`src/rtl/s2mm_burst_writer.sv`:
```
// s2mm_burst_writer: stream-to-memory AXI4 write engine.
// A command (start address, beat count) is split into INCR bursts of at most
// MAX_BURST beats that never cross a 4 KB page. Up to MAX_OUTSTANDING bursts may
// wait for their B response. W data passes straight through from the AXI4-Stream
// input and is gated so that no beat leaves before its AW has been accepted.
//
// Handshake rule on every channel: a transfer happens on a rising clock edge where
// valid and ready are both high. Once raised, a registered valid (awvalid) stays up
// with its payload unchanged until that transfer. wvalid/tready are combinational
// gates of the stream handshake and follow tvalid/wready.
module s2mm_burst_writer #(
  parameter int DATA_WIDTH      = 64,
  parameter int ADDR_WIDTH      = 32,
  parameter int LEN_WIDTH       = 16,
  parameter int MAX_BURST       = 16,
  parameter int MAX_OUTSTANDING = 4
) (
  input  logic                      m_axi_aclk,
  input  logic                      m_axi_aresetn,
  // command
  input  logic                      cmd_valid,
  output logic                      cmd_ready,
  input  logic [ADDR_WIDTH-1:0]     cmd_addr,
  input  logic [LEN_WIDTH-1:0]      cmd_beats,
  // AW channel
  output logic [ADDR_WIDTH-1:0]     m_s2mm_axi_awaddr,
  output logic [7:0]                m_s2mm_axi_awlen,
  output logic [2:0]                m_s2mm_axi_awsize,
  output logic [1:0]                m_s2mm_axi_awburst,
  output logic [3:0]                m_s2mm_axi_awcache,
  output logic [2:0]                m_s2mm_axi_awprot,
  output logic                      m_s2mm_axi_awvalid,
  input  logic                      m_s2mm_axi_awready,
  // W channel
  output logic [DATA_WIDTH-1:0]     m_s2mm_axi_wdata,
  output logic [DATA_WIDTH/8-1:0]   m_s2mm_axi_wstrb,
  output logic                      m_s2mm_axi_wlast,
  output logic                      m_s2mm_axi_wvalid,
  input  logic                      m_s2mm_axi_wready,
  // B channel
  output logic                      m_s2mm_axi_bready,
  input  logic [1:0]                m_s2mm_axi_bresp,
  input  logic                      m_s2mm_axi_bvalid,
  // stream input
  input  logic [DATA_WIDTH-1:0]     s_s2mm_axis_tdata,
  input  logic                      s_s2mm_axis_tvalid,
  input  logic                      s_s2mm_axis_tlast,
  output logic                      s_s2mm_axis_tready,
  // status
  output logic                      busy_o,
  output logic                      done_o,
  output logic                      err_o,
  output logic                      tlast_err_o,
  output logic [1:0]                dbg_state_o
);

  localparam int BYTES = DATA_WIDTH / 8;
  localparam int SIZE  = $clog2(BYTES);
  localparam int PTR_W = (MAX_OUTSTANDING > 1) ? $clog2(MAX_OUTSTANDING) : 1;
  localparam int CNT_W = $clog2(MAX_OUTSTANDING + 1);

  typedef enum logic [1:0] {
    S_IDLE  = 2'd0,
    S_ISSUE = 2'd1,
    S_DRAIN = 2'd2,
    S_DONE  = 2'd3
  } state_t;

  // Beats in the next burst: limited by what is left, MAX_BURST and the 4 KB page end.
  function automatic logic [8:0] burst_len(input logic [11:0] a, input logic [LEN_WIDTH-1:0] r);
    logic [31:0] room;
    logic [31:0] len;
    room = 32'(13'd4096 - {1'b0, a}) >> SIZE;
    len  = 32'(MAX_BURST);
    if (room < len) len = room;
    if (32'(r) < len) len = 32'(r);
    return 9'(len);
  endfunction

  state_t                 state_q, state_d;
  logic [ADDR_WIDTH-1:0]  addr_q, addr_d;
  logic [LEN_WIDTH-1:0]   rem_q, rem_d;
  logic [LEN_WIDTH-1:0]   total_q, total_d;
  logic [LEN_WIDTH-1:0]   cmd_beat_q, cmd_beat_d;
  logic                   awvalid_q, awvalid_d;
  logic [ADDR_WIDTH-1:0]  awaddr_q, awaddr_d;
  logic [7:0]             awlen_q, awlen_d;
  logic [CNT_W-1:0]       ost_q, ost_d;
  logic [8:0]             fifo_mem_q [MAX_OUTSTANDING];
  logic [8:0]             fifo_mem_d [MAX_OUTSTANDING];
  logic [PTR_W-1:0]       wr_ptr_q, wr_ptr_d;
  logic [PTR_W-1:0]       rd_ptr_q, rd_ptr_d;
  logic [CNT_W-1:0]       fifo_cnt_q, fifo_cnt_d;
  logic [8:0]             beat_cnt_q, beat_cnt_d;
  logic                   err_q, err_d;
  logic                   tlast_err_q, tlast_err_d;

  logic                   aw_hs;
  logic                   w_hs;
  logic                   b_hs;
  logic                   fifo_ne;
  logic [8:0]             fifo_head;
  logic                   w_last;
  logic                   w_pop;
  logic [8:0]             cur_len;
  logic [8:0]             push_len;
  logic                   final_beat;

  // Handshake decodes and W-channel gating derived from the burst FIFO head.
  always_comb begin
    aw_hs      = awvalid_q & m_s2mm_axi_awready;
    fifo_ne    = (fifo_cnt_q != '0);
    fifo_head  = fifo_mem_q[rd_ptr_q];
    w_last     = fifo_ne && (beat_cnt_q == (fifo_head - 9'd1));
    w_hs       = s_s2mm_axis_tvalid & fifo_ne & m_s2mm_axi_wready;
    w_pop      = w_hs & w_last;
    b_hs       = m_s2mm_axi_bvalid && (ost_q != '0);
    cur_len    = burst_len(addr_q[11:0], rem_q);
    push_len   = {1'b0, awlen_q} + 9'd1;
    final_beat = (cmd_beat_q == (total_q - LEN_WIDTH'(1)));
  end

  // Next-state: FSM, address/remaining walk, AW issue, FIFO, counters, sticky flags.
  always_comb begin
    state_d     = state_q;
    addr_d      = addr_q;
    rem_d       = rem_q;
    total_d     = total_q;
    cmd_beat_d  = cmd_beat_q;
    awvalid_d   = awvalid_q;
    awaddr_d    = awaddr_q;
    awlen_d     = awlen_q;
    ost_d       = ost_q;
    fifo_mem_d  = fifo_mem_q;
    wr_ptr_d    = wr_ptr_q;
    rd_ptr_d    = rd_ptr_q;
    fifo_cnt_d  = fifo_cnt_q;
    beat_cnt_d  = beat_cnt_q;
    err_d       = err_q;
    tlast_err_d = tlast_err_q;

    // Accepted burst: advance the walk and remember its length for the W side.
    if (aw_hs) begin
      addr_d    = addr_q + (ADDR_WIDTH'(cur_len) << SIZE);
      rem_d     = rem_q - LEN_WIDTH'(cur_len);
      awvalid_d = 1'b0;
      fifo_mem_d[wr_ptr_q] = push_len;
      wr_ptr_d  = (wr_ptr_q == PTR_W'(MAX_OUTSTANDING - 1)) ? '0 : wr_ptr_q + PTR_W'(1);
    end

    // Outstanding bursts waiting for B.
    case ({aw_hs, b_hs})
      2'b10:   ost_d = ost_q + CNT_W'(1);
      2'b01:   ost_d = ost_q - CNT_W'(1);
      default: ost_d = ost_q;
    endcase

    // W beat accounting; the final beat of a burst releases its FIFO entry.
    if (w_hs) begin
      beat_cnt_d = w_last ? 9'd0 : beat_cnt_q + 9'd1;
      cmd_beat_d = cmd_beat_q + LEN_WIDTH'(1);
      if (s_s2mm_axis_tlast != final_beat) tlast_err_d = 1'b1;
    end
    if (w_pop) begin
      rd_ptr_d = (rd_ptr_q == PTR_W'(MAX_OUTSTANDING - 1)) ? '0 : rd_ptr_q + PTR_W'(1);
    end
    fifo_cnt_d = fifo_cnt_q + CNT_W'(aw_hs) - CNT_W'(w_pop);

    if (b_hs && (m_s2mm_axi_bresp != 2'b00)) err_d = 1'b1;

    // Raise awvalid for the next burst, back-to-back with a handshake when possible.
    if ((state_q == S_ISSUE) && (!awvalid_q || aw_hs) && (rem_d != '0) &&
        (ost_d < CNT_W'(MAX_OUTSTANDING)) && (fifo_cnt_d < CNT_W'(MAX_OUTSTANDING))) begin
      awvalid_d = 1'b1;
      awaddr_d  = addr_d;
      awlen_d   = 8'(burst_len(addr_d[11:0], rem_d) - 9'd1);
    end

    case (state_q)
      S_IDLE: begin
        if (cmd_valid) begin
          addr_d      = cmd_addr & ~ADDR_WIDTH'(BYTES - 1);
          rem_d       = cmd_beats;
          total_d     = cmd_beats;
          cmd_beat_d  = '0;
          err_d       = 1'b0;
          tlast_err_d = 1'b0;
          state_d     = (cmd_beats == '0) ? S_DONE : S_ISSUE;
        end
      end
      S_ISSUE: begin
        if (aw_hs && (rem_d == '0)) state_d = S_DRAIN;
      end
      S_DRAIN: begin
        if ((fifo_cnt_q == '0) && (ost_q == '0)) state_d = S_DONE;
      end
      S_DONE: begin
        state_d = S_IDLE;
      end
      default: state_d = S_IDLE;
    endcase
  end

  // State registers; asynchronous reset abandons any command in flight.
  always_ff @(posedge m_axi_aclk or negedge m_axi_aresetn) begin
    if (!m_axi_aresetn) begin
      state_q     <= S_IDLE;
      addr_q      <= '0;
      rem_q       <= '0;
      total_q     <= '0;
      cmd_beat_q  <= '0;
      awvalid_q   <= 1'b0;
      awaddr_q    <= '0;
      awlen_q     <= '0;
      ost_q       <= '0;
      for (int i = 0; i < MAX_OUTSTANDING; i++) fifo_mem_q[i] <= '0;
      wr_ptr_q    <= '0;
      rd_ptr_q    <= '0;
      fifo_cnt_q  <= '0;
      beat_cnt_q  <= '0;
      err_q       <= 1'b0;
      tlast_err_q <= 1'b0;
    end else begin
      state_q     <= state_d;
      addr_q      <= addr_d;
      rem_q       <= rem_d;
      total_q     <= total_d;
      cmd_beat_q  <= cmd_beat_d;
      awvalid_q   <= awvalid_d;
      awaddr_q    <= awaddr_d;
      awlen_q     <= awlen_d;
      ost_q       <= ost_d;
      fifo_mem_q  <= fifo_mem_d;
      wr_ptr_q    <= wr_ptr_d;
      rd_ptr_q    <= rd_ptr_d;
      fifo_cnt_q  <= fifo_cnt_d;
      beat_cnt_q  <= beat_cnt_d;
      err_q       <= err_d;
      tlast_err_q <= tlast_err_d;
    end
  end

  assign cmd_ready          = (state_q == S_IDLE);
  assign m_s2mm_axi_awaddr  = awaddr_q;
  assign m_s2mm_axi_awlen   = awlen_q;
  assign m_s2mm_axi_awsize  = 3'(SIZE);
  assign m_s2mm_axi_awburst = 2'b01;
  assign m_s2mm_axi_awcache = 4'b0011;
  assign m_s2mm_axi_awprot  = 3'b000;
  assign m_s2mm_axi_awvalid = awvalid_q;
  assign m_s2mm_axi_wdata   = s_s2mm_axis_tdata;
  assign m_s2mm_axi_wstrb   = '1;
  assign m_s2mm_axi_wlast   = w_last;
  assign m_s2mm_axi_wvalid  = s_s2mm_axis_tvalid & fifo_ne;
  assign s_s2mm_axis_tready = m_s2mm_axi_wready & fifo_ne;
  assign m_s2mm_axi_bready  = 1'b1;
  assign busy_o             = (state_q != S_IDLE);
  assign done_o             = (state_q == S_DONE);
  assign err_o              = err_q;
  assign tlast_err_o        = tlast_err_q;
  assign dbg_state_o        = state_q;

endmodule

```
`config.mk`:
```
export PLATFORM = sky130hd
export DESIGN_NAME = s2mm_burst_writer
export DESIGN_NICKNAME = d
export VERILOG_FILES = /design/src/rtl/s2mm_burst_writer.sv
export SDC_FILE = /design/constraint.sdc
export NUM_CORES = 1
export LEC_CHECK = 0
export ABC_AREA = 1
export CORE_AREA = 2 2 193 138
export DETAILED_ROUTE_END_ITERATION = 10
export DIE_AREA = 0 0 195 140
export PLACE_DENSITY = 0.71
export SLEW_MARGIN = 10
export SYNTH_ARGS = -nofsm -noshare
export SYNTH_HDL_FRONTEND = slang
export SYNTH_SLANG_ARGS = --single-unit
```
`constraint.sdc`:
```
create_clock -name m_axi_aclk -period 13.05 [get_ports m_axi_aclk]
set_input_delay 1.9575 -clock m_axi_aclk [delete_from_list [all_inputs] [get_ports m_axi_aclk]]
set_output_delay 1.9575 -clock m_axi_aclk [all_outputs]
set_load 0.01 [all_outputs]
```
==> results.cfg, run 1 <==
[die]
rows = 49
dieHeight_um = 140
dieArea_um2 = 27300
die_x_um = 195
core_area_um2 = 25400
ios = 258
start_util_pct = 44.4

[place]
gp_congestion = 0.852
io_buffers = 102
dp_hpwl_mm = 19.9
place_area_um2 = 12100

[final_layout]
mostFrequentLayoutCells = nand2_1 (406), dfrtp_1 (174), inv_1 (152)
utilization_pct = 49.8
n_antenna_cell = 0
final_area_um2 = 12700
drive_gt1_share_pct = 4.94
syn_to_final_growth_pct = 12.2
nets = 1688
final_common_cell = nand2_1
nFillCells = 2473

[drt]
drc = 0
drt-pass1-iter-count = 5
avgViaCountPerCell = 5.09
drt_iter0_drc = 684
vias = 9419
drt_wl_total_mm = 27.1
routedWlPerCell_um = 14.7
antenna_left = 0

[critical_path]
worstPathMaxFanout = 12
cp_common_cell = nand2_1
cp.arrival_ps = 7320
slowest_stage = dfrtp_1
crit_required_ps = 13370
critPathKind = flip-flop to flip-flop
reg2reg_depth = 48
crit_path_max_incr_delay_ps = 430
startpoint_type = flip-flop
crit_path_end_kind = flip-flop

[sta]
fmaxAchievable_ghz = 0.143
setup-tns-final_ps = 0
worst_slew_pin_slew_ps = 1030
finalHoldViolCount = 0
period_share_pct = 53.6
grt_setup_unrepaired = no
slew-limit-headroom_pct = 31.5
finalMaxSlewViolations = 0
fin_crit_ps = 7000
whs_ps = 484
setup-violations-final = 0
skew_ps = 13.4

[synth]
yosys_most_used_dff = dfrtp_1
synthCells = 1469
synth_area_um2 = 11300
synth_seq_cells = 174
yosys.area.top_type = dfrtp_1
synth.avg_cell_area_um2 = 7.68
yosys-top-cells-area = dfrtp_1 (39%), nand2_1 (14%), ha_1 (6.3%)
synth_edf_count = 0
synth_warnings = 0
synthArstFlopShare_pct = 100
seq_area_frac_synth_pct = 38.6
synth_top_cell_area_share_pct = 38.6
synthDistinctLibCells = 53

[global_route]
grt_max_degree = 95
antenna_found_initial = 0
gr-total-overflow = 0
grt_pass1_wl_mm = 44.9
grt_pass1_vias = 8800
grt_use_total_pct = 20.5

[power]
powerDensity_nw_per_um2 = 233
ir_drop_v = 0.000119
power.leakage_uw = 0.00620

[clock_tree]
clk_pin_slew_ps = 80
cts_buffer_depth = 2
hold_buffers = 0
cts.htree.levels = 4
cts_tree = done
cts_root_buf = clkbuf_16
postCtsResizedCells = 0
cts_sinks = 174
cts_setup_buffers = 0
clk_latency_ps = 440
cts_made_buffers = 17

[worst_hold_path]
holdPathStages = 2
hold_class = flip-flop to flip-flop

[outcome]
outcome = completed

[run]
cap_violations = 0
path summary, 6_finish.rpt:
| path | start | to | slack (ps) |
|---|---|---|---|
| max | addr_q[4] | m_s2mm_axi_awlen[4] | 6050 |
| min | m_s2mm_axi_awaddr[24] | m_s2mm_axi_awaddr[24] | 480 |
| max reg2reg | addr_q[4] | m_s2mm_axi_awlen[4] | 6050 |
| min reg2reg | m_s2mm_axi_awaddr[24] | m_s2mm_axi_awaddr[24] | 480 |
| max in group asynchronous | m_axi_aresetn | m_s2mm_axi_awlen[2] | 9870 |
| min in group asynchronous | m_axi_aresetn | m_s2mm_axi_awaddr[27] | 1610 |
logic make-up (layout without fill, tap and decap cells):
group / count (synthesis) / in the layout / share of synthesized area (%)
flops: 174 / 174 / 38.6
buf+inv: 282 / 300 / 12.5
other cells: 2 / 33 / 0.0666
xor+xnor: 85 / 85 / 6.60
compound gates: 206 / 206 / 10.0
simple gates: 654 / 654 / 24.7
fa+ha+maj: 61 / 61 / 7.03
mux: 5 / 5 / 0.455
report_power, final:
part / internal (uW) / switching [uW]
sequential: 759 / 193
combinational: 586 / 899
clock: 275 / 238
stage by stage:
stage,power [uW],std cells,worst slack [ps]
floorplan,1990,1500,6970
global placement,2370,1817,6310
detailed placement,2420,1817,6130
CTS,2960,1849,6090
global route,3220,1849,5220
finish,2950,1849,6050
cells in the mapped netlist (all sizes together) (2+ instances only):
library cell	n
nand2	418
dfrtp	174
inv	158
o21ai	142
nor2	103
buf	102
nand3	59
xor2	59
ha	57
a21oi	42
nor3	28
xnor2	26
clkbuf	21
nand4	16
nor4	12
nand3b	7
a32o	6
or2	5
fa	4
mux2i	4
nor3b	4
a211oi	3
a31oi	3
o21a	3
conb	2
per-layer routing:
| layer | vias to the layer above | track usage [%] | share of wire, % |
|---|---|---|---|
| met5 | - | 0 | 0 |
| met4 | 0 | 4.82 | 1.3 |
| met3 | 29 | 4.89 | 7.5 |
| met2 | 309 | 30.0 | 42 |
| met1 | 4414 | 30.4 | 49 |
| li1 | 4667 | - | - |
final cells by class:
class                   count  area [um^2]  area share, %
flip-flops and latches    174         4350           34.4
inverters                 159          597           4.72
well taps                 331          414           3.27
multi-input cells        1044         5630           44.5
clock inverters            14          145           1.15
clock buffers              18          439           3.47
repair buffers            109         1070           8.50
worst max-delay path, delay by kind of cell (launching register included):
kind	cells	cell delay [ps]
compound gates	10	1480
fa+ha+maj	6	1660
buf+inv	5	440
simple gates	27	2820
flops	1	430
registers in the layout, indices dropped and copies added, names as in the netlist:
register,flops
fifo_mem_q,36
addr_q,29
m_s2mm_axi_awaddr,29
cmd_beat_q,16
rem_q,16
total_q,16
beat_cnt_q,9
m_s2mm_axi_awlen,8
fifo_cnt_q,3
ost_q,3
dbg_state_o,2
rd_ptr_q,2
wr_ptr_q,2
err_o,1
m_s2mm_axi_awvalid,1
tlast_err_o,1
(Power assumes the default switching activity.)
==> run 2, diff against run 1 <==
==> constraint.sdc (replaced) <==
create_clock -name m_axi_aclk -period 7.1 [get_ports m_axi_aclk]
set_input_delay 1.065 -clock m_axi_aclk [delete_from_list [all_inputs] [get_ports m_axi_aclk]]
set_output_delay 1.065 -clock m_axi_aclk [all_outputs]
set_load 0.01 [all_outputs]
==> results.cfg, run 2 (synthesis results as in run 1) <==
[power]
switching_share_pct = 45.3
p_total_uw = 5470
powerDensity_nw_per_um2 = 428
netSwitchingPower_uw = 2480
p_int_uw = 3000
p_clk_share_pct = 17.6
power.leakage_uw = 0.00624
power.share.sequential_pct = 32.0
ir_drop_v = 0.000214
combPwrFrac_pct = 50.4

[worst_hold_path]
hold_class = flip-flop to flip-flop
hold_end = fifo_mem_q[31]
worstHoldStart = fifo_mem_q[31]
holdPathStages = 2

[die]
dieHeight_um = 140
ios = 258
core_area_um2 = 25400
dieArea_um2 = 27300
die_x_um = 195
rows = 49
start_util_pct = 44.4

[critical_path]
startpoint_type = flip-flop
worstPathMaxFanout = 8
crit_required_ps = 7440
reg2reg_depth = 51
slowest_stage = dfrtp_2
crit_path_end_kind = flip-flop
critPathKind = flip-flop to flip-flop
crit_path_max_incr_delay_ps = 430
worst_r2r_endpoint = m_s2mm_axi_awlen[6]
r2r_slack_ps = 640
cp.arrival_ps = 6800
cp_common_cell = nand2_1
timing.rr.start = addr_q[4]

[drt]
drc = 0
drt-pass1-iter-count = 8
drt_iter0_drc = 778
avgViaCountPerCell = 5.10
drt_wl_total_mm = 27.7
vias = 9472
antenna_left = 0
routedWlPerCell_um = 14.9

[outcome]
outcome = completed

[final_layout]
nets = 1698
mostFrequentLayoutCells = nand2_1 (403), dfrtp_1 (173), inv_1 (150)
syn_to_final_growth_pct = 13.3
largest_reg_flops = 36
drive_gt1_share_pct = 6.48
final_common_cell = nand2_1
top_register = fifo_mem_q
n_antenna_cell = 0

[global_route]
gr-usage-met3_pct = 4.96
grt_use_total_pct = 21.0
antenna_found_initial = 0
grtUsageMet1_pct = 30.5
gr-total-overflow = 0
grt_max_degree = 103
grt.busiest_layer = met2
grt_pass1_wl_mm = 46.3
grt_pass1_vias = 9103
grtUsageMet2_pct = 31.7

[clock_tree]
cts_made_buffers = 17
cts_root_buf = clkbuf_16
cts_sinks = 174
clk_latency_ps = 450
hold_buffers = 0
cts_buffer_depth = 2
clk_pin_slew_ps = 80
cts.htree.levels = 4
cts_tree = done

[run]
cap_violations = 0

[sta]
finalHoldViolCount = 0
worst_slack_ps = 640
finalMaxSlewViolations = 0
period_share_pct = 91.0
setup-violations-final = 0
fmaxAchievable_ghz = 0.155
worst_slew_pin_slew_ps = 945
setup-tns-final_ps = 0
skew_ps = 17.0
fin_crit_ps = 6460
slew-limit-headroom_pct = 37.0

[place]
dp_hpwl_mm = 20.5
pre_cts_ws_ps = 201
gp_congestion = 0.857
io_buffers = 102
## run 2: cell type report
cell class | instances | area, um^2
multi-input cells | 1045 | 5680
clock inverters | 15 | 166
inverters | 159 | 597
well taps | 331 | 414
repair buffers | 118 | 1140
flip-flops and latches | 174 | 4360
fillers | 2461 | 12600
clock buffers | 17 | 425
## run 2: power by group through the flow
stage          sequential, uW  clock, uW  combinational [uW]
4_1_cts                  1750        979                2720
6_report                 1750        963                2760
2_1_floorplan            1710          0                1950
3_5_place_dp             1760          0                2700
5_1_grt                  1810       1030                3150
3_3_place_gp             1750          0                2610
## run 2: worst max path at each step
stage / from / end / cells after the start
floorplan: addr_q[4] / m_s2mm_axi_awlen[2] / 45
CTS: addr_q[4] / m_s2mm_axi_awlen[2] / 48
global route: addr_q[4] / m_s2mm_axi_awlen[6] / 53
global placement: addr_q[4] / m_s2mm_axi_awlen[2] / 46
finish: addr_q[4] / m_s2mm_axi_awlen[6] / 51
detailed placement: addr_q[4] / m_s2mm_axi_awlen[2] / 48
## run 2: layer usage
metal	share of wire, %	vias to the layer above
li1	-	4682
met1	49	4481
met2	43	285
met3	7.2	24
met4	1.0	0
met5	0	-
## run 2: stage by stage
step                util (%)  cell area [um^2]  hold slack (ps)  std cells
finish                  50.3             12800              488       1859
global route            50.3             12800              513       1859
CTS                     49.9             12700              491       1851
detailed placement      47.6             12100              472       1819
global placement        47.6             12100              467       1819
floorplan                  -             11400              449       1500
## run 2: worst max-delay path: cells and delay by family (launching register included)
family                     cells  cell delay (ps)
AOI/OAI and AO/OA              7             1080
and+or+nand+nor               31             2780
DFF                            1              430
adders and majority gates      6             1560
buffers and inverters          7              510
## run 2: what timing repair did
action                     4_1_cts  5_1_grt
resized for setup                0       20
setup endpoints to repair        0       38
hold endpoints to repair         0        0
buffers inserted                 0        7
